[src/rtl/jk_pkg.sv]
// Shared definitions for the JK excitation driver: code constants, FSM states,
// code selection and a behavioural JK next-state helper.
package jk_pkg;

    localparam logic [1:0] JK_HOLD = 2'b00;
    localparam logic [1:0] JK_RST  = 2'b01;
    localparam logic [1:0] JK_SET  = 2'b10;
    localparam logic [1:0] JK_TGL  = 2'b11;

    typedef enum logic [1:0] {
        UNSYNC = 2'd0,
        RUN    = 2'd1,
        HALT   = 2'd2
    } jk_state_t;

    // Until the flop state is known, only explicit set/reset codes are safe.
    function automatic logic [1:0] jk_code(input logic model, input logic target,
                                           input logic toggle_mode, input logic synced);
        logic [1:0] code;
        if (!synced || ((model != target) && !toggle_mode)) begin
            code = target ? JK_SET : JK_RST;
        end else if (model != target) begin
            code = JK_TGL;
        end else begin
            code = JK_HOLD;
        end
        return code;
    endfunction

    function automatic logic jk_next(input logic q, input logic [1:0] jk);
        logic nq;
        case (jk)
            JK_RST:  nq = 1'b0;
            JK_SET:  nq = 1'b1;
            JK_TGL:  nq = ~q;
            default: nq = q;
        endcase
        return nq;
    endfunction

endpackage

[src/rtl/jk_bit_fifo.sv]
// Single-bit FIFO holding desired Q values; pointers wrap modulo DEPTH (power of 2).
module jk_bit_fifo
    import jk_pkg::*;
#(
    parameter int DEPTH = 4
) (
    input  logic                   clk,
    input  logic                   rst_n,
    input  logic                   push,
    input  logic                   din,
    input  logic                   pop,
    output logic                   dout,
    output logic                   full,
    output logic                   empty,
    output logic [$clog2(DEPTH):0] count
);

    localparam int AW = $clog2(DEPTH);
    localparam int CW = AW + 1;

    logic          mem [DEPTH];
    logic [AW-1:0] wr_ptr;
    logic [AW-1:0] rd_ptr;
    logic          do_push;
    logic          do_pop;

    assign full    = (count == CW'(DEPTH));
    assign empty   = (count == '0);
    assign do_push = push && !full;
    assign do_pop  = pop && !empty;
    assign dout    = mem[rd_ptr];

    always_ff @(posedge clk) begin
        if (do_push) begin
            mem[wr_ptr] <= din;
        end
    end

    always_ff @(posedge clk or negedge rst_n) begin
        if (!rst_n) begin
            wr_ptr <= '0;
            rd_ptr <= '0;
            count  <= '0;
        end else begin
            if (do_push) begin
                wr_ptr <= wr_ptr + AW'(1);
            end
            if (do_pop) begin
                rd_ptr <= rd_ptr + AW'(1);
            end
            if (do_push && !do_pop) begin
                count <= count + CW'(1);
            end else if (do_pop && !do_push) begin
                count <= count - CW'(1);
            end
        end
    end

endmodule

[src/rtl/jk_excite_driver.sv]
// Drives an external JK flop so its Q follows a buffered stream of desired bits,
// checking the Q feedback two edges after each issued code.
module jk_excite_driver
    import jk_pkg::*;
#(
    parameter int DEPTH       = 4,
    parameter bit TOGGLE_MODE = 1'b0,
    parameter bit HALT_ON_ERR = 1'b1
) (
    input  logic                   clk,
    input  logic                   rst_n,
    // Producer side: a bit transfers on a rising edge when in_valid && in_ready;
    // in_valid while in_ready is low is ignored and the producer must hold it.
    input  logic                   in_valid,
    input  logic                   in_bit,
    output logic                   in_ready,
    output logic [1:0]             jk,
    output logic                   jk_valid,
    input  logic                   q_fb,
    input  logic                   err_clr,
    output logic                   mismatch,
    output logic [$clog2(DEPTH):0] fifo_cnt
);

    jk_state_t state;
    jk_state_t state_nx;

    logic       fifo_dout;
    logic       fifo_full;
    logic       fifo_empty;
    logic       pop;
    logic       mis_det;
    logic [1:0] code;
    logic       model_q;
    logic       chk_valid;
    logic       chk_exp;

    jk_bit_fifo #(.DEPTH(DEPTH)) u_fifo (
        .clk   (clk),
        .rst_n (rst_n),
        .push  (in_valid),
        .din   (in_bit),
        .pop   (pop),
        .dout  (fifo_dout),
        .full  (fifo_full),
        .empty (fifo_empty),
        .count (fifo_cnt)
    );

    assign in_ready = !fifo_full;

    // A clearing cycle issues nothing, so the first code afterwards is explicit.
    always_comb begin
        state_nx = state;
        pop      = 1'b0;
        code     = JK_HOLD;
        mis_det  = chk_valid && (q_fb != chk_exp);
        if ((state != HALT) && !fifo_empty && !err_clr) begin
            pop  = 1'b1;
            code = jk_code(model_q, fifo_dout, TOGGLE_MODE, state == RUN);
        end
        if (err_clr) begin
            state_nx = UNSYNC;
        end else begin
            case (state)
                UNSYNC:  if (pop) state_nx = RUN;
                RUN:     if (mis_det && HALT_ON_ERR) state_nx = HALT;
                default: state_nx = state;
            endcase
        end
    end

    always_ff @(posedge clk or negedge rst_n) begin
        if (!rst_n) begin
            state     <= UNSYNC;
            jk        <= JK_HOLD;
            jk_valid  <= 1'b0;
            model_q   <= 1'b0;
            chk_valid <= 1'b0;
            chk_exp   <= 1'b0;
            mismatch  <= 1'b0;
        end else begin
            state    <= state_nx;
            jk       <= code;
            jk_valid <= pop;
            if (pop) begin
                model_q <= fifo_dout;
            end
            // The flop has applied the code by the next edge; q_fb is compared one edge later.
            chk_valid <= jk_valid && !err_clr;
            chk_exp   <= model_q;
            if (err_clr) begin
                mismatch <= 1'b0;
            end else if (mis_det) begin
                mismatch <= 1'b1;
            end
        end
    end

endmodule
[config.mk]
export PLATFORM = sky130hd
export DESIGN_NAME = jk_excite_driver
export DESIGN_NICKNAME = d
export VERILOG_FILES = /design/src/rtl/jk_pkg.sv /design/src/rtl/jk_bit_fifo.sv /design/src/rtl/jk_excite_driver.sv
export SDC_FILE = /design/constraint.sdc
export NUM_CORES = 1
export LEC_CHECK = 0
export CAP_MARGIN = 20
export CELL_PAD_IN_SITES_DETAIL_PLACEMENT = 0
export CELL_PAD_IN_SITES_GLOBAL_PLACEMENT = 1
export CORE_MARGIN = 1.5
export CORE_UTILIZATION = 25
export DETAILED_ROUTE_END_ITERATION = 8
export GPL_TIMING_DRIVEN = 0
export HOLD_SLACK_MARGIN = 0.08
export PLACE_DENSITY_LB_ADDON = 0.25
export SLEW_MARGIN = 20
export SYNTH_ARGS = -nofsm -noshare
export SYNTH_HDL_FRONTEND = slang
export SYNTH_SLANG_ARGS = --single-unit
[constraint.sdc]
create_clock -name clk -period 2.9 [get_ports clk]
set_input_delay 0.58 -clock clk [delete_from_list [all_inputs] [get_ports clk]]
set_output_delay 0.58 -clock clk [all_outputs]
set_load 0.01 [all_outputs]
Word-level counts from Yosys, hierarchy flattened
Memories as Yosys holds them, arrays and structs flattened.
Cells that the tools add are included.
{"block": "totals", "output_inout_bits": 8, "input_bits": 6, "wordCells": 58, "mem_bits_rw": 4, "mem_count": 1, "reg_bits": 16}
{"name": "u_fifo.mem", "words": 4, "width": 1, "rd": 1, "rd_clocked_by_memory_dff": 0, "wr": 1, "line": "jk_bit_fifo.sv:21", "rtl": "logic mem [DEPTH];"}
{"block": "op_classes", "reduce_logical": 21, "n_eq_ne": 7, "n_addsub": 4, "mux": 15}
{"cell": "$mux W2", "n": 7}
{"cell": "$logic_and A1 B1 Y1", "n": 8}
{"cell": "$logic_not A1 Y1", "n": 6}
{"cell": "$mux W3", "n": 2}
{"cell": "$ne A3 B3 Y1 const B", "n": 2}
{"cell": "$mux W1", "n": 5}
{"cell": "$add A2 B1 Y2 const B", "n": 2}
{"cell": "$pmux W2 S2", "n": 1}
{"cell": "$reduce_bool A2 Y1", "n": 2}
{"cell": "$add A3 B1 Y3 const B", "n": 1}
{"cell": "$eq A3 B3 Y1 const B", "n": 1}
{"cell": "$logic_not A3 Y1", "n": 1}
{"cell": "$reduce_and A3 Y1", "n": 1}
{"cell": "$reduce_bool A3 Y1", "n": 1}
{"cell": "$sub A3 B1 Y3 const B", "n": 1}
{"cell": "$eq A2 B1 Y1 const B", "n": 1}
{"cell": "$logic_not A2 Y1", "n": 1}
{"cell": "$ne A1 B1 Y1", "n": 2}
{"cell": "$ne A2 B2 Y1 const B", "n": 1}
{"cell": "$logic_or A1 B1 Y1", "n": 1}

Logic depth before layout (Yosys ltp)
{"block": "depth", "depth_word": 9, "ltp_mapped": 9, "mapped_depth_nobuf": 8}

Hierarchy
Synthesis repeated with hierarchy kept, for this count alone.
{"block": "hier_totals", "hier_cells": 68, "hier_area_um2": 929.6}
{"mod": "jk_bit_fifo", "cells_per_inst": 42, "seq_area_each_um2": 295.3, "area_per_inst_um2": 575.6, "n_inst": 1}
{"mod": "jk_excite_driver", "cells_per_inst": 26, "seq_area_each_um2": 225.2, "area_per_inst_um2": 354.1, "n_inst": 1}

Least setup slack after synthesis
Ideal clock, no wire load.
{"block": "synth_path", "kind": "input-to-reg", "from": "input err_clr", "to": "register u_fifo.count[1]", "n_path_buf": 1, "t_arrival_ns": 2.014, "slack_ns": 0.762, "path_stages": 6, "required_time_ns": 2.775, "setup_time_ns": 0.125, "path_cell_list": "or3_1 > buf_6 > ha_1 > inv_1 > fa_1 > mux2_2"}
{"block": "synth_via", "elab_chain_len": 7, "word_cells_on_any_way": 9, "cone_classes": "mux (2); reduce/logical (7)"}
{"element": "start, declared", "line": "jk_excite_driver.sv:20", "rtl": "input logic err_clr,"}
{"element": "$logic_not A1 Y1 (*)", "line": "jk_excite_driver.sv:58", "rtl": "if ((state != HALT) && !fifo_empty && !err_clr) begin"}
{"element": "$logic_and A1 B1 Y1 (*)", "line": "jk_excite_driver.sv:58"}
{"element": "$mux W1 (*)", "line": "jk_excite_driver.sv:58"}
{"element": "$logic_and A1 B1 Y1 (*)", "line": "jk_bit_fifo.sv:30", "rtl": "assign do_pop = pop && !empty;"}
{"element": "$logic_not A1 Y1", "line": "jk_bit_fifo.sv:51", "rtl": "if (do_push && !do_pop) begin"}
{"element": "$logic_and A1 B1 Y1", "line": "jk_bit_fifo.sv:51"}
{"element": "$mux W3 / $reduce_bool A2 Y1 (equally long branches)"}
{"element": "end signal, assigned", "line": "jk_bit_fifo.sv:52", "rtl": "count <= count + CW'(1);"}
{"element": "end signal, assigned", "line": "jk_bit_fifo.sv:54", "rtl": "count <= count - CW'(1);"}
{"element": "end, declared", "line": "jk_bit_fifo.sv:15", "rtl": "output logic [$clog2(DEPTH):0] count"}
Mark *: on every way between the ends. The rest lies on a longest branch, timed or not.
A chain may end at the register's enable or synchronous reset.

Worst setup path after layout
Ends and elaborated chain as after synthesis.

==> metrics.md <==
| Metric | Value |
|---|---|
| Clk_skew | 0.00648 ns |
| Critical Path Start Type | input port |
| Pre-CTS setup slack | roughly 0.15 ns |
| Commonest non-fill, non-tap cell in the layout | dfrtp_1 |
| Via-to-Cell Ratio | approximately 4.0 |
| Initial Utilization | between 20% and 30% |
| Post-Route WL | around 1.4 mm |
| CTS Hold Bufs | 0 |
| I/O Buffers | 13 |
| FF-to-FF setup slack | 0.77 ns |
| Remaining DRCs | 0 |
| Layout area overhead | 25.3% |
| Vias | 525 |
| Post-CTS Repair Setup Buffers | 0 |
| WL/cell | around 11 um |
| All-Layer GR Usage | around 8.9% |
| Wire length of the first global-routing pass | between 2 and 3 mm |
| Proportion of netlist area held by the largest area contributor | roughly 44% |
| Core area | ~3400 sq um |
| Clock Path Buffers | 2 |
| Initial antenna violation count | 0 |
| Yosys warnings | 0 |
| Critical path required time | approximately 3.0 ns |
| Hold Fails Final Rpt | 0 |
| First-pass DRT Iterations | 4 |
| Die height | 63.6 um |
| Final hold slack | ~0.44 ns |
| Post-Synth Simple-Gate Area | approximately 11% |
| N_diodes | 0 |
| Adder-Cell Fraction of Synth Area | 8.99% |
| Root Buffer | clkbuf_8 |
| TNS Setup | 0 ns |
| Yosys top cell by area | dfrtp_1 |
| Mapped cell area | a little over 900 sq um |
| P per Cell Area | around 950 nW/um^2 |
| Crit Reg-Reg Endpoint | u_fifo.count[1]$_DFFE_PN0P_ |
| Multi-input logic area | 352 sq um |
| 1st-iter DRT viols | 26 |
| Reg area | between 500 and 600 sq um |
| Nets@finish | between 90 and 100 |
| Fmax | between 400 and 500 MHz |
| Xor and xnor area share after synthesis | about 6.7% |
| Hold Startpoint | model_q$_DFFE_PN0P_ |
| Final ANT Viol Nets | 0 |
| Final WS setup | between 0.4 and 0.5 ns |
| Largest net degree at the start of global routing | 17 |
| Layout cell share with drive strength beyond 1 | roughly 14% |
| Final setup viols | 0 |
| Main combinational cell family by area after synthesis | simple AND/OR/NAND/NOR gates |
| Fill count | 350 |
| Gp weighted congestion | between 0.6 and 0.7 |
| Crit Path Category | in -> reg |
| Lkg Pwr | between 0.4 and 0.5 nW |
| CP delay by family, top | buffers and inverters |
| Most used DFF post-synth | dfrtp_1 |
| Crit end category | flip-flop |
| Maximum VDD drop | 0.000339 V |
| Die outline width | around 64 um |
| Commonest non-fill, non-tap cells in the layout | dfrtp_1 (16), clkdlybuf4s50_1 (13), nor2_1 (6) |
| Period utilization | approximately 85% |
| Rows | 21 |
| Synth Area in Compound Gates | 4.77% |
| Clk Latency, worst-skew pair | roughly 0.25 ns |
| Crit path cell chain | clkdlybuf4s50_1, or3_1, buf_6, ha_1, inv_1, fa_1, mux2_2 |
| Die ar. | a little over 4000 sq um |
| Post-synthesis cell type count | 26 |
| Register-to-Register Path Depth | 7 |
| Congestion Overflow GR | 0 |
| Area contributors post-synth | dfrtp_1 (44%), edfxtp_1 (13%), ha_1 (6.8%) |
| Hold/Removal Path Class | reg -> reg |
| Ys async rst share | between 80% and 90% |
| RSZ-0062 raised after global routing | no |
| Slowest cell on crit path | clkdlybuf4s50_1 |
| EDFF count, synth | 4 |
| Cts bufs inserted | 3 |
| Status | finished, final reports clean |
| # resized after CTS | 0 |
| Rel. slew slack | between 50% and 60% |
| Avg Inst Size Synth | about 14 sq um |
| Worst Path Max Fanout | 6 |
| Slew Limit Fails | 0 |
| Synth Register Bits | 20 |
| Final HPWL DP | between 1 and 1.5 mm |
| CTS tree | built |
| Syn Nets | 80 |
| Number of global-route vias before repair | between 500 and 600 |
| Fraction of the yosys area taken by sequential cells | 56.7% |
| WP buf/inv | 3 |
| Worst slew pin tran | slightly above 0.7 ns |
| Worst Hold Path Cells | 0 |
| Clk sinks | 20 |
| I/O pin cnt | 14 |
| Critical R2R Launch | u_fifo.count[0]$_DFFE_PN0P_ |
| Utilization after layout | roughly a third |
| WP data arrival | roughly 2.6 ns |
| Mux cell area share after synthesis | ~6.5% |
| H-tree levels | 1 |
| Gate Count Post-Synth | 68 |
| Hold EP | chk_exp$_DFF_PN0_ |
| Fin crit period | ~2.5 ns |
| Max stage delay on crit path | between 0.5 and 0.6 ns |
| Max Cap Viol | 0 |
| Worst-path clk slew | roughly 0.07 ns |
-- sequential cells by signal, indices dropped and copies added, names as in the netlist --
register	count
u_fifo.mem	4
jk_valid	1
chk_exp	1
chk_valid	1
u_fifo.rd_ptr	2
state	2
model_q	1
u_fifo.count	3
u_fifo.wr_ptr	2
mismatch	1
jk	2
-- worst max path at each step --
stage,startpoint,endpoint,slack (ns),cells after the start
finish,err_clr,u_fifo.count[1]$_DFFE_PN0P_,0.43,7
global route,err_clr,u_fifo.count[1]$_DFFE_PN0P_,0.37,7
CTS,err_clr,u_fifo.count[1]$_DFFE_PN0P_,0.43,7
detailed placement,err_clr,u_fifo.count[1]$_DFFE_PN0P_,0.15,7
global placement,err_clr,u_fifo.count[1]$_DFFE_PN0P_,0.16,7
floorplan,err_clr,u_fifo.count[1]$_DFFE_PN0P_,0.76,6
-- through the flow --
stage	total power (W)	cell area, sq um	std cells
2_1_floorplan	0.000763	918	68
3_3_place_gp	0.000916	1110	127
3_5_place_dp	0.000924	1110	127
4_1_cts	0.00111	1150	131
5_1_grt	0.00119	1150	131
6_report	0.00109	1150	131
-- metal layers --
metal	global-route usage, %	routed length, um
met3	4.11	85
met4	3.26	13
met2	14.1	687
met1	10.6	593
met5	0	0
-- area by class of cell --
type,instances,share of cell area (%)
buffer,1,0.978
multi-input combinational,41,30.5
clock buffer,4,3.91
inverter,6,3.04
tap,46,5.00
sequential,20,45.2
timing repair buffer,13,11.3
-- power by group --
| part | leakage (nW) | internal [W] | switching [W] |
|---|---|---|---|
| registers | 0.233 | 0.000392 | 0.0000916 |
| clock network | 0.0228 | 0.0000975 | 0.0000824 |
| logic | 0.240 | 0.000246 | 0.000180 |
-- synthesized netlist by cell type, drive strengths merged (2+ instances only) --
library cell,count
nor3,2
and2,4
nor2b,2
xor2,4
dfrtp,16
nor2,6
edfxtp,4
ha,5
inv,5
mux2,3
nand2,2
xnor2,3
-- cells by family after synthesis --
group           count (synthesis)
flops                          20
buf+inv                         7
mux                             4
fa+ha+maj                       6
xor+xnor                        7
simple gates                   19
compound gates                  5
(Power assumes the default switching activity.)
